[src/rtl/wfrm_source_arbiter.sv]
// rtl/wfrm_source_arbiter.sv - packet-granular two-source arbiter with command-word check (opt: WFRM_FIXED_PRIO_EN)
module wfrm_source_arbiter #(
    parameter int                    DATA_WIDTH = 32,
    parameter logic [DATA_WIDTH-1:0] WFRM_CMD   = 32'h57574441,
    parameter int                    CNT_WIDTH  = 16
) (
    input  logic                    axi_tclk,
    input  logic                    axi_treset,
    input  logic [DATA_WIDTH-1:0]   s0_axis_tdata,
    input  logic                    s0_axis_tvalid,
    input  logic                    s0_axis_tlast,
    input  logic [DATA_WIDTH/8-1:0] s0_axis_tkeep,
    output logic                    s0_axis_tready,
    input  logic [DATA_WIDTH-1:0]   s1_axis_tdata,
    input  logic                    s1_axis_tvalid,
    input  logic                    s1_axis_tlast,
    input  logic [DATA_WIDTH/8-1:0] s1_axis_tkeep,
    output logic                    s1_axis_tready,
    output logic [DATA_WIDTH-1:0]   m_axis_tdata,
    output logic                    m_axis_tvalid,
    output logic                    m_axis_tlast,
    output logic [DATA_WIDTH/8-1:0] m_axis_tkeep,
    input  logic                    m_axis_tready,
    output logic                    grant,
    output logic                    busy,
    output logic [CNT_WIDTH-1:0]    pkt_count0,
    output logic [CNT_WIDTH-1:0]    pkt_count1,
    output logic [CNT_WIDTH-1:0]    drop_count
);

    localparam logic [CNT_WIDTH-1:0] CNT_MAX = {CNT_WIDTH{1'b1}};
    localparam logic [CNT_WIDTH-1:0] CNT_ONE = {{(CNT_WIDTH-1){1'b0}}, 1'b1};
`ifdef WFRM_FIXED_PRIO_EN
    localparam logic GRANT_RST = 1'b0;
`else
    localparam logic GRANT_RST = 1'b1;
`endif

    typedef enum logic [1:0] {IDLE, HDR, FWD, DROP} state_t;

    state_t state;
    logic   grant_q;
    logic   sel_tvalid;
    logic   sel_tlast;
    logic   sel_tready;
    logic   cmd_ok;
    logic   xfer;

    function automatic logic [CNT_WIDTH-1:0] sat_inc(input logic [CNT_WIDTH-1:0] c);
        return (c == CNT_MAX) ? c : c + CNT_ONE;
    endfunction

    assign grant        = grant_q;
    assign busy         = (state != IDLE);
    assign m_axis_tdata = grant_q ? s1_axis_tdata : s0_axis_tdata;
    assign m_axis_tkeep = grant_q ? s1_axis_tkeep : s0_axis_tkeep;
    assign m_axis_tlast = grant_q ? s1_axis_tlast : s0_axis_tlast;
    assign sel_tvalid   = grant_q ? s1_axis_tvalid : s0_axis_tvalid;
    assign sel_tlast    = m_axis_tlast;
    assign cmd_ok       = (m_axis_tdata == WFRM_CMD);

    // Bad headers are sunk locally so the source can drain without the formatter seeing them.
    always_comb begin
        m_axis_tvalid = 1'b0;
        sel_tready    = 1'b0;
        case (state)
            HDR: begin
                if (cmd_ok) begin
                    m_axis_tvalid = sel_tvalid;
                    sel_tready    = m_axis_tready;
                end else begin
                    sel_tready    = 1'b1;
                end
            end
            FWD: begin
                m_axis_tvalid = sel_tvalid;
                sel_tready    = m_axis_tready;
            end
            DROP:    sel_tready = 1'b1;
            default: sel_tready = 1'b0;
        endcase
    end

    assign s0_axis_tready = ~grant_q & sel_tready;
    assign s1_axis_tready =  grant_q & sel_tready;
    assign xfer           = sel_tvalid & sel_tready;

    always_ff @(posedge axi_tclk) begin
        if (axi_treset) begin
            state      <= IDLE;
            grant_q    <= GRANT_RST;
            pkt_count0 <= '0;
            pkt_count1 <= '0;
            drop_count <= '0;
        end else begin
            case (state)
                IDLE: begin
                    if (s0_axis_tvalid || s1_axis_tvalid) begin
                        state <= HDR;
`ifdef WFRM_FIXED_PRIO_EN
                        grant_q <= ~s0_axis_tvalid;
`else
                        if (s0_axis_tvalid && s1_axis_tvalid) grant_q <= ~grant_q;
                        else                                  grant_q <= ~s0_axis_tvalid;
`endif
                    end
                end
                HDR: begin
                    if (xfer) begin
                        if (cmd_ok) begin
                            if (sel_tlast) begin
                                state <= IDLE;
                                if (grant_q) pkt_count1 <= sat_inc(pkt_count1);
                                else         pkt_count0 <= sat_inc(pkt_count0);
                            end else begin
                                state <= FWD;
                            end
                        end else begin
                            drop_count <= sat_inc(drop_count);
                            state      <= sel_tlast ? IDLE : DROP;
                        end
                    end
                end
                FWD: begin
                    if (xfer && sel_tlast) begin
                        state <= IDLE;
                        if (grant_q) pkt_count1 <= sat_inc(pkt_count1);
                        else         pkt_count0 <= sat_inc(pkt_count0);
                    end
                end
                DROP: begin
                    if (xfer && sel_tlast) state <= IDLE;
                end
                default: state <= IDLE;
            endcase
        end
    end

endmodule
[config.mk]
export PLATFORM = sky130hd
export DESIGN_NAME = wfrm_source_arbiter
export DESIGN_NICKNAME = d
export VERILOG_FILES = /design/src/rtl/wfrm_source_arbiter.sv
export SDC_FILE = /design/constraint.sdc
export NUM_CORES = 1
export LEC_CHECK = 0
export ABC_AREA = 1
export CAP_MARGIN = 20
export CORE_AREA = 5 5 103 95
export CTS_CLUSTER_SIZE = 24
export DETAILED_ROUTE_END_ITERATION = 10
export DIE_AREA = 0 0 108 100
export PLACE_DENSITY = 0.89
export RECOVER_POWER = 50
export SYNTH_ARGS = -nofsm -noshare
export SYNTH_HDL_FRONTEND = slang
export SYNTH_SLANG_ARGS = --single-unit
[constraint.sdc]
create_clock -name axi_tclk -period 3.55 [get_ports axi_tclk]
set_input_delay 0.355 -clock axi_tclk [delete_from_list [all_inputs] [get_ports axi_tclk]]
set_output_delay 0.355 -clock axi_tclk [all_outputs]
set_load 0.1 [all_outputs]
==> results of run 1 <==
==> stage by stage <==
| step | util [%] | std cells |
|---|---|---|
| 2_1_floorplan | - | 661 |
| 4_1_cts | 65.8 | 937 |
| 6_report | 64.2 | 937 |
| 3_5_place_dp | 64.5 | 929 |
| 5_1_grt | 64.2 | 937 |
| 3_3_place_gp | 64.5 | 929 |
==> cell type report <==
class                   instances  area, µm²
clock buffers                   7       96.3
well taps                     119        149
flip-flops and latches         51       1020
clock inverters                 1       7.51
multi-input cells             479       2270
fillers                       819       3040
inverters                     107        402
repair buffers                173       1500
==> cell usage in the layout, fill, tap and decap left out, types with 9 or more instances in the layout <==
cell type	netlist	layout
xor2_1	19	19
nor2_1	71	69
a21oi_1	36	35
clkdlybuf4s50_1	0	96
buf_4	2	9
nand3_1	31	31
o21ai_0	10	10
nor3_1	12	12
clkbuf_1	8	36
dlygate4sd3_1	0	30
inv_1	102	102
nand2_1	239	239
dfxtp_1	51	50
nand4_1	28	28
==> synth_stat cells (all sizes together) <==
cell      n  area [µm²]
xor2     19         166
or2       1        6.26
dfxtp    51        1020
ha        7        87.6
a21oi    36         180
o21ai    10        50.1
nand3b    1        7.51
xnor2     7        61.3
o21bai    2        15.0
buf      16         129
clkinv    1        3.75
a31oi     1        6.26
nor2     72         278
nand3    32         165
nor4      4        25.0
nand4    29         188
clkbuf    8        30.0
nor3b     2        15.0
inv     106         398
nand2   244         928
nor3     12        60.1
==> cell families (layout without fill, tap and decap cells) <==
kind of cell | count (synthesis) | count (layout) | synth area share (%)
XOR/XNOR | 26 | 26 | 5.96
flip-flops | 51 | 51 | 26.7
AND/OR/NAND/NOR | 397 | 397 | 43.8
AO/OA/AOI/OAI | 49 | 49 | 6.58
buffers and inverters | 131 | 288 | 14.7
adder cells (fa/ha/maj) | 7 | 7 | 2.29
==> metal layers <==
| layer | global-route usage [%] | up-vias | share of wire (%) |
|---|---|---|---|
| met2 | 43.4 | 195 | 49 |
| li1 | - | 2349 | - |
| met1 | 32.4 | 2116 | 42 |
| met3 | 3.86 | 37 | 6.4 |
| met5 | 0 | - | 0 |
| met4 | 7.38 | 0 | 2.3 |
==> flip-flops by register name, indices dropped and copies added, names as in the netlist <==
register    count
drop_count     16
pkt_count0     16
pkt_count1     16
state           2
grant           1
==> power groups by stage <==
| stage | combinational, mW | sequential [mW] | clock [mW] |
|---|---|---|---|
| floorplan | 1.64 | 1.08 | 0 |
| global placement | 2.52 | 0.709 | 0 |
| detailed placement | 2.57 | 0.712 | 0 |
| CTS | 2.57 | 0.700 | 0.378 |
| global route | 2.61 | 0.708 | 0.401 |
| finish | 2.47 | 0.699 | 0.375 |
==> path summary, 6_finish.rpt <==
check,from,cells after the start,to
max,pkt_count1[0],11,pkt_count1[12]
min,drop_count[15],2,drop_count[15]
max reg2reg,pkt_count1[0],11,pkt_count1[12]
min reg2reg,drop_count[15],2,drop_count[15]
==> worst max-delay path: cells and delay by family, from the launching register on <==
family                     cells  cell delay, ns
and+or+nand+nor                9            1.95
DFF                            1            0.37
AOI/OAI and AO/OA              1            0.32
adders and majority gates      1            0.25
==> results.md, run 1 <==
* Clock slew seen by the registers of the worst setup and hold paths at 0.09 ns
* CTS root buf: clkbuf_8
* Peak VDD IR at 449 µV
* I/O pin cnt at between 150 and 200
* Htree depth at 2
* GR Overflow Total at 0
* Crit Path Max Fanout at 22
* Die height at 100 µm
* Core Footprint at 0.00849 mm²
* Post-synthesis cell type count at 28
* Sequential share of the synthesized area at 26.7%
* Via count at 4,697
* ANT nets after route at 0
* Clk buf depth at 2
* Area growth syn-to-layout at 42.5%
* Total CTS buffers at 5
* Worst Hold Class: reg -> reg
* Reg power frac at between 10% and 20%
* Avg Cell Area, Syn at 5.78 µm²
* Crit start category: register
* Status: finished clean
* Combinational power share at 69.7%
* Max Cap Violations at 0
* Tot Pwr at 3.55 mW
* Vias in the first global route at 4,499
* # diodes at 0
* Vias per Instance at 5.01
* Nets at 903
* Routed WL per cell at 14.4 µm
* Critical Path Slowest Stage Cell: nand4_2
* Number of sinks on the clock net at 51
* Mapped Area at 0.00382 mm²
* Most frequent CP cell: nor3_1
* Critical path class: reg -> reg
* GP Congestion at 1.03
* P per Cell Area at approximately 650 mW/mm²
* Die W at between 100 and 150 µm
* Drt total wl at 13,500 µm
* Starting density of the core at a little under half
* CP required at 3.76 ns
* Total negative slack at 0 ns
* Initial antenna violation count at 0
* Total die area at 0.0108 mm²
* Synthesized instance count at 661
* Post-route cell area at 0.00545 mm²
* Drt first pass iters at 5
* CTS tree: built
* Clk_skew at about 0.0034 ns
* Switch Pwr at 2.28 mW
* Clock power share at 10.6%
* Critical path capture point type: register
* Initial DRC count at 327
* Max Freq at 336 MHz
* Register bit total from synthesis at 51
* Post-CTS setup buffer count at 0
* Crit path DAT at 3.19 ns
* Max transition margin at between 10% and 20%
* Worst hold slack at 0.511 ns
* Net Sw Frac at 64.3%
* Place WS at 0.566 ns
* Mapped Nets at 747
* First-pass GRT wire length at 22,100 µm
* Placement row count at 32
* Worst-margin pin slew at approximately 1.3 ns
* CP cell instances: ha_1, nand3_1, nor3_1, nand2_1, nor2_1, nand3_1, nor3_1, nor3_1, nand4_2, a21oi_1, nor2_1
* Ys Warns at 0
* Crit-path max cell delay at 0.65 ns
* DRC viols at 0
* Placed Area at ~0.0055 mm²
* Port-buffer cells at 168
* Pint at 1.27 mW
* Post-CTS Hold Fix Bufs at 0
* Clk_lat worst skew at roughly 0.31 ns
* RSZ-0062 raised after global routing: false
* Worst reg-to-reg setup slack at 0.57 ns
* Final worst setup slack at 0.573 ns
* Final hold vios at 0
* Post-DP HPWL at around 11,000 µm
* Setup violations, final at 0
* Maximum number of pins on one net before global-route repair at between 40 and 50
* Share of cells above drive strength 1 at ~4.3%
* CTS resizes at 0
* All-Layer GR Usage at 25.1%
* Final critical-path required period at around 3.0 ns
* Final period util at 83.9%
* Max-slew violation count at 0
* Leak Pwr at 2.53 nW
Power figures use the tool's default switching activity.
==> run 2, diff against run 1 <==
CORE_AREA = 5 5 106 98   (was 5 5 103 95)
DIE_AREA = 0 0 111 103   (was 0 0 108 100)
PLACE_DENSITY = 0.84   (was 0.89)
clock period = 3 ns   (was 3.55 ns; I/O delays follow)
==> run 2 against run 1 <==
Effect of this change: die area rose by 5.9%; count of clock-buffer cells in the layout is 1 lower; sequential power increased by 20%; clock skew is 0.0075 ns higher; clock power increased by 38%; sequential share of layout area grew 0.25 points; cell count is 1.8% higher; combinational power up 19%; flip-flop and latch count unchanged; first-iteration DRC count shrank 23%; via count shrank 3.3%; highest routed layer unchanged.
==> results.md, run 2 (synthesis results as in run 1) <==
* Clock slew seen by the registers of the worst setup and hold paths at 0.10 ns
* Clk_skew at between 0.01 and 0.015 ns
* Worst-margin pin slew at 1.25 ns
* Fin util at 58.0%
* Routed WL per cell at 13.0 µm
* Commonest non-fill, non-tap cell in the layout: nand2_1
* Max transition margin at 16.9%
* GR Overflow Total at 0
* Peak VDD IR at 484 µV
* Total CTS buffers at 5
* Critical path class: reg -> reg
* Worst Hold Class: reg -> reg
* Vias in the first global route at 4,050
* Critical Path Slowest Stage Cell: dfxtp_4
* Most frequent cells in the layout: 224 x nand2_1, 102 x inv_1, 79 x clkdlybuf4s50_1, 69 x nor2_1, 67 x clkbuf_1
* Crit path DAT at a little under 3 ns
* Final critical-path required period at 2.67 ns
* Final period util at approximately nine tenths
* CP top delay family: simple AND/OR/NAND/NOR gates
* Htree depth at 2
* Vias per Instance at 4.76
* Crit path buffers/inverters at 4
* Status: finished clean
* Clock power share at 12.0%
* Placed Instances at 941
* Post-CTS Hold Fix Bufs at 0
* P per Cell Area at between 700 and 800 mW/mm²
* Post-route cell area at ~0.0054 mm²
* RSZ-0062 raised after global routing: false
* Initial DRC count at 252
* CP cell instances: inv_2, buf_12, nand2_1, nand2_2, nand2_1, nor2_1, nand2_1, nor2_1, nand2_2, nand2_2, nand2_1, inv_2, nand2_2, nor2_1, nand2_1, o21bai_1, inv_1, nor2_1
* Via count at roughly 4,500
* Regs by FF count: drop_count: 16 flops, pkt_count0: 16 flops, pkt_count1: 16 flops
* ANT nets after route at 0
* Storage cell area at 0.00103 mm²
* Final hold vios at 0
* Share of cells above drive strength 1 at 9.30%
* Crit-path max cell delay at 0.43 ns
* Place WS at 0.140 ns
* # diodes at 0
* Placement row count at 34
* Leak Pwr at 2.45 nW
* Starting density of the core at between 40 and 50%
* Post-DP HPWL at 9570 µm
* Drt total wl at 12,400 µm
* Nets at 913
* Fillers at approximately 960
* Total die area at roughly 0.011 mm²
* I/O pin cnt at 169
* Area growth syn-to-layout at 41.3%
* Switch Pwr at roughly 2.7 mW
* GP Congestion at 0.891
* CP required at roughly 3.3 ns
* Max-slew violation count at 0
* Non-Filler Instances at between 900 and 1,000
* Tot Pwr at 4.30 mW
* Core Footprint at 0.00932 mm²
* Crit Path Max Fanout at 22
* Drt first pass iters at 4
* Reg power frac at 19.6%
* Max Cap Violations at 0
* Max Freq at 374 MHz
* CTS tree: built
* Maximum number of pins on one net before global-route repair at 33
* Area taken by multi-input logic gates at 0.00230 mm²
* Number of sinks on the clock net at 51
* Die height at 103 µm
* Pint at 1.62 mW
* Crit start category: register
* CTS root buf: clkbuf_8
* Total negative slack at 0 ns
* Initial antenna violation count at 0
* Die W at 111 µm
* Port-buffer cells at between 150 and 200
* Final worst setup slack at 0.328 ns
* Worst hold slack at 0.509 ns
* Clk_lat worst skew at 0.31 ns
* Net Sw Frac at 62.3%
* Setup violations, final at 0
* Critical path capture point type: register
* Clk buf depth at 2
* Placed Area at 0.00548 mm²
* DRC viols at 0
* Combinational power share at 68.4%
* First-pass GRT wire length at between 20,000 and 25,000 µm
* Most frequent CP cell: nand2_1
* All-Layer GR Usage at 21.1%
[run 2: cell types whose count changed in the layout (fill, tap and decap cells not counted), sizes merged]
cell           delta
clkbuf           +30
clkdlybuf4s50    -17
bufinv            +1
inv               +1
clkinvlp          -1
dlygate4sd3      -29
buf              +25
[run 2: timing repair]
action / 4_1_cts / 5_1_grt
setup endpoints to repair: 0 / 10
resized for setup: 0 / 1
hold endpoints to repair: 0 / 0
setup buffers: 0 / 5
[run 2: area by class of cell]
type / count / share of cell area, %
timing repair buffer: 183 / 25.7
clock inverter: 2 / 0.718
multi-input combinational: 479 / 42.7
tap: 126 / 2.92
inverter: 107 / 7.44
clock buffer: 6 / 1.53
sequential: 51 / 19.0
[run 2: power groups by stage]
stage | clock network [mW] | logic [mW] | registers [mW]
2_1_floorplan | 0 | 1.96 | 1.29
3_3_place_gp | 0 | 3.01 | 0.858
3_5_place_dp | 0 | 3.03 | 0.860
4_1_cts | 0.532 | 3.04 | 0.845
5_1_grt | 0.557 | 3.13 | 0.858
6_report | 0.518 | 2.94 | 0.842
[run 2: per-layer routing]
| layer | part of all wire, % | vias to the layer above | track usage [%] |
|---|---|---|---|
| met5 | 0 | - | 0 |
| met4 | 2.1 | 0 | 5.78 |
| met3 | 5.4 | 21 | 3.46 |
| met2 | 47 | 143 | 36.7 |
| met1 | 46 | 2002 | 27.5 |
| li1 | - | 2374 | - |
[run 2: worst paths after layout]
path	slack [ns]	from	to	cells after the start
max	0.33	grant	pkt_count0[9]	18
min	0.51	pkt_count1[0]	pkt_count1[0]	2
max reg2reg	0.33	grant	pkt_count0[9]	18
min reg2reg	0.51	pkt_count1[0]	pkt_count1[0]	2
[run 2: worst reg2reg max path, cell delays in order, from the launching register on]
cell	delay, ns
dfxtp_4	0.43
inv_2	0.18
buf_12	0.19
nand2_1	0.09
nand2_2	0.07
nand2_1	0.07
nor2_1	0.13
nand2_1	0.06
nor2_1	0.13
nand2_2	0.10
nand2_2	0.09
nand2_1	0.06
inv_2	0.17
nand2_2	0.16
nor2_1	0.24
nand2_1	0.11
o21bai_1	0.17
inv_1	0.05
nor2_1	0.09
==> run 3, diff against run 2 <==
RECOVER_POWER = 100   (was 50)
SETUP_SLACK_MARGIN = 0.3   (was default)
==> run 3 against run 2 <==
Effect of this change: first-iteration DRC count fell by 3.6%; combinational power barely moved; non-clock buffer count fell by 3; via count increased by 0.93%; register-to-register slack better by 0.04 ns; critical path type is now reg -> out; critical endpoint is now s0_axis_tready; largest power group unchanged.
==> results.md, run 3 (synthesis results as in run 1) <==
* Clk buf depth at 2
* Nets at 910
* Worst Hold Class: reg -> reg
* Clk_lat worst skew at 0.30 ns
* Initial DRC count at 243
* I/O pin cnt at 169
* Vias in the first global route at 3,999
* Total CTS buffers at 5
* Placed Instances at 941
* P per Cell Area at 800 mW/mm²
* Total die area at 0.0114 mm²
* Area growth syn-to-layout at 41.9%
* DRC viols at 0
* RSZ-0062 raised after global routing: false
* Crit Path Max Fanout at 19
* Total negative slack at 0 ns
* Port-buffer cells at between 150 and 200
* GR Overflow Total at 0
* Worst-margin pin slew at 1.24 ns
* ANT nets after route at 0
* First-pass GRT wire length at approximately 20,000 µm
* Fillers at 981
* CTS root buf: clkbuf_8
* Htree depth at 2
* Max Cap Violations at 0
* Core Footprint at 0.00932 mm²
* Max-slew violation count at 0
* Initial antenna violation count at 0
* Setup violations, final at 0
* GP Congestion at 0.926
* Max Freq at 378 MHz
* GR Util met1 at 28.0%
* Max transition margin at 17.4%
* Clk_skew at 0.00638 ns
* Status: finished clean
* Die W at 111 µm
* All-Layer GR Usage at 21.1%
* Via count at 4,582
* Peak VDD IR at 455 µV
* CP top delay family: simple AND/OR/NAND/NOR gates
* GR met2 Demand/Resource at a little over a third
* Final hold vios at 0
* # diodes at 0
* Drt total wl at 12,500 µm
* Vias per Instance at 4.82
* Critical path class: reg -> out
* Crit path buffers/inverters at 3
* GRT Max-Usage Layer: met2
* Critical path capture point type: output port
* Non-Filler Instances at approximately 950
* Most frequent cells in the layout: 225 x nand2_1, 103 x inv_1, 85 x clkbuf_1, 77 x clkdlybuf4s50_1, 67 x nor2_1
* Maximum number of pins on one net before global-route repair at 43
* Crit-path max cell delay at 0.38 ns
* Regs by FF count: drop_count: 16 flops, pkt_count0: 16 flops, pkt_count1: 16 flops
* Critical Path Slowest Stage Cell: dfxtp_4
* CP required at 2.70 ns
* Commonest non-fill, non-tap cell in the layout: nand2_1
* Crit start category: register
* Placement row count at 34
* Leak Pwr at about 2.4 nW
* Crit path DAT at 2.35 ns
* CP cell instances: inv_1, buf_12, nand2_1, nand2_4, nand2_1, nor2_2, nand2_1, nor2_1, nand2_1, nand2_1, nand2_2, nand2_1, nor2_4, buf_12
* Most frequent CP cell: nand2_1
* Drt first pass iters at 4
* Routed WL per cell at 13.2 µm
* Number of sinks on the clock net at 51
* Final period util at 88.2%
* Die height at 103 µm
* CTS tree: built
* Starting density of the core at 41.0%
* Final critical-path required period at approximately 2.6 ns
* Clock slew seen by the registers of the worst setup and hold paths at 0.09 ns
* Post-DP HPWL at 9740 µm
* Share of cells above drive strength 1 at 7.76%
* GR Util met3 at just over 4%
==> run 3: where the power goes <==
part,internal [mW],switching [mW]
clock network,0.300,0.234
registers,0.759,0.0727
logic,0.560,2.41
==> run 3: per-stage QoR <==
| step | total power [mW] | hold WS, ns | instance area, µm² | setup WS [ns] | util [%] |
|---|---|---|---|---|---|
| floorplan | 3.30 | 0.454 | 3980 | 0.306 | - |
| global route | 4.57 | 0.526 | 5420 | 0.155 | 58.2 |
| detailed placement | 3.94 | 0.479 | 5580 | 0.120 | 59.9 |
| finish | 4.33 | 0.490 | 5420 | 0.353 | 58.2 |
| CTS | 4.47 | 0.491 | 5720 | 0.406 | 61.3 |
| global placement | 3.91 | 0.475 | 5580 | 0.211 | 59.9 |
==> run 3: layout make-up <==
| class | count | area (µm²) | area share, % |
|---|---|---|---|
| Multi-Input combinational cell | 479 | 2390 | 44.1 |
| Timing Repair Buffer | 180 | 1300 | 24.0 |
| Sequential cell | 51 | 1040 | 19.1 |
| Inverter | 107 | 407 | 7.50 |
| Tap cell | 126 | 158 | 2.91 |
| Clock buffer | 7 | 97.6 | 1.80 |
| Clock inverter | 1 | 30.0 | 0.554 |
==> run 3: worst reg2reg max path, stage by stage (launching register included) <==
cell and delay, ns:
dfxtp_4 0.39, inv_1 0.12, clkbuf_16 0.22, nand2_1 0.11, nand2_4 0.05, nand2_1 0.06
nor2_1 0.04, nand2_1 0.07, nor2_1 0.04, nand2_1 0.14, nand2_1 0.12, nand2_2 0.11
nand3_2 0.09, or2_1 0.28, nor2_4 0.24, inv_2 0.18, o21ai_0 0.21, nor2_1 0.05
==> run 3: what timing repair did <==
| action | CTS | global route |
|---|---|---|
| endpoints found under the setup margin | 8 | 36 |
| pin swaps | 1 | 0 |
| setup buffers | 1 | 0 |
| resized for setup | 0 | 7 |
| gates cloned | 0 | 1 |
| endpoints found under the hold margin | 0 | 0 |
| hold buffers | 0 | 0 |
==> run 3: path summary, 6_finish.rpt <==
path / startpoint / to / slack, ns / depth (start not counted)
setup / recovery: grant / s0_axis_tready / 0.35 / 14
hold / removal: pkt_count0[1] / pkt_count0[1] / 0.49 / 2
setup reg to reg: grant / drop_count[2] / 0.37 / 17
hold reg to reg: pkt_count0[1] / pkt_count0[1] / 0.49 / 2
==> run 3: routing by layer <==
layer  routed length [µm]  vias up  share of wire, %
met2                 5860      178                47
met3                  934       13               7.5
met5                    0        -                 0
met4                  112        0              0.89
met1                 5630     2025                45
li1                     -     2366                 -
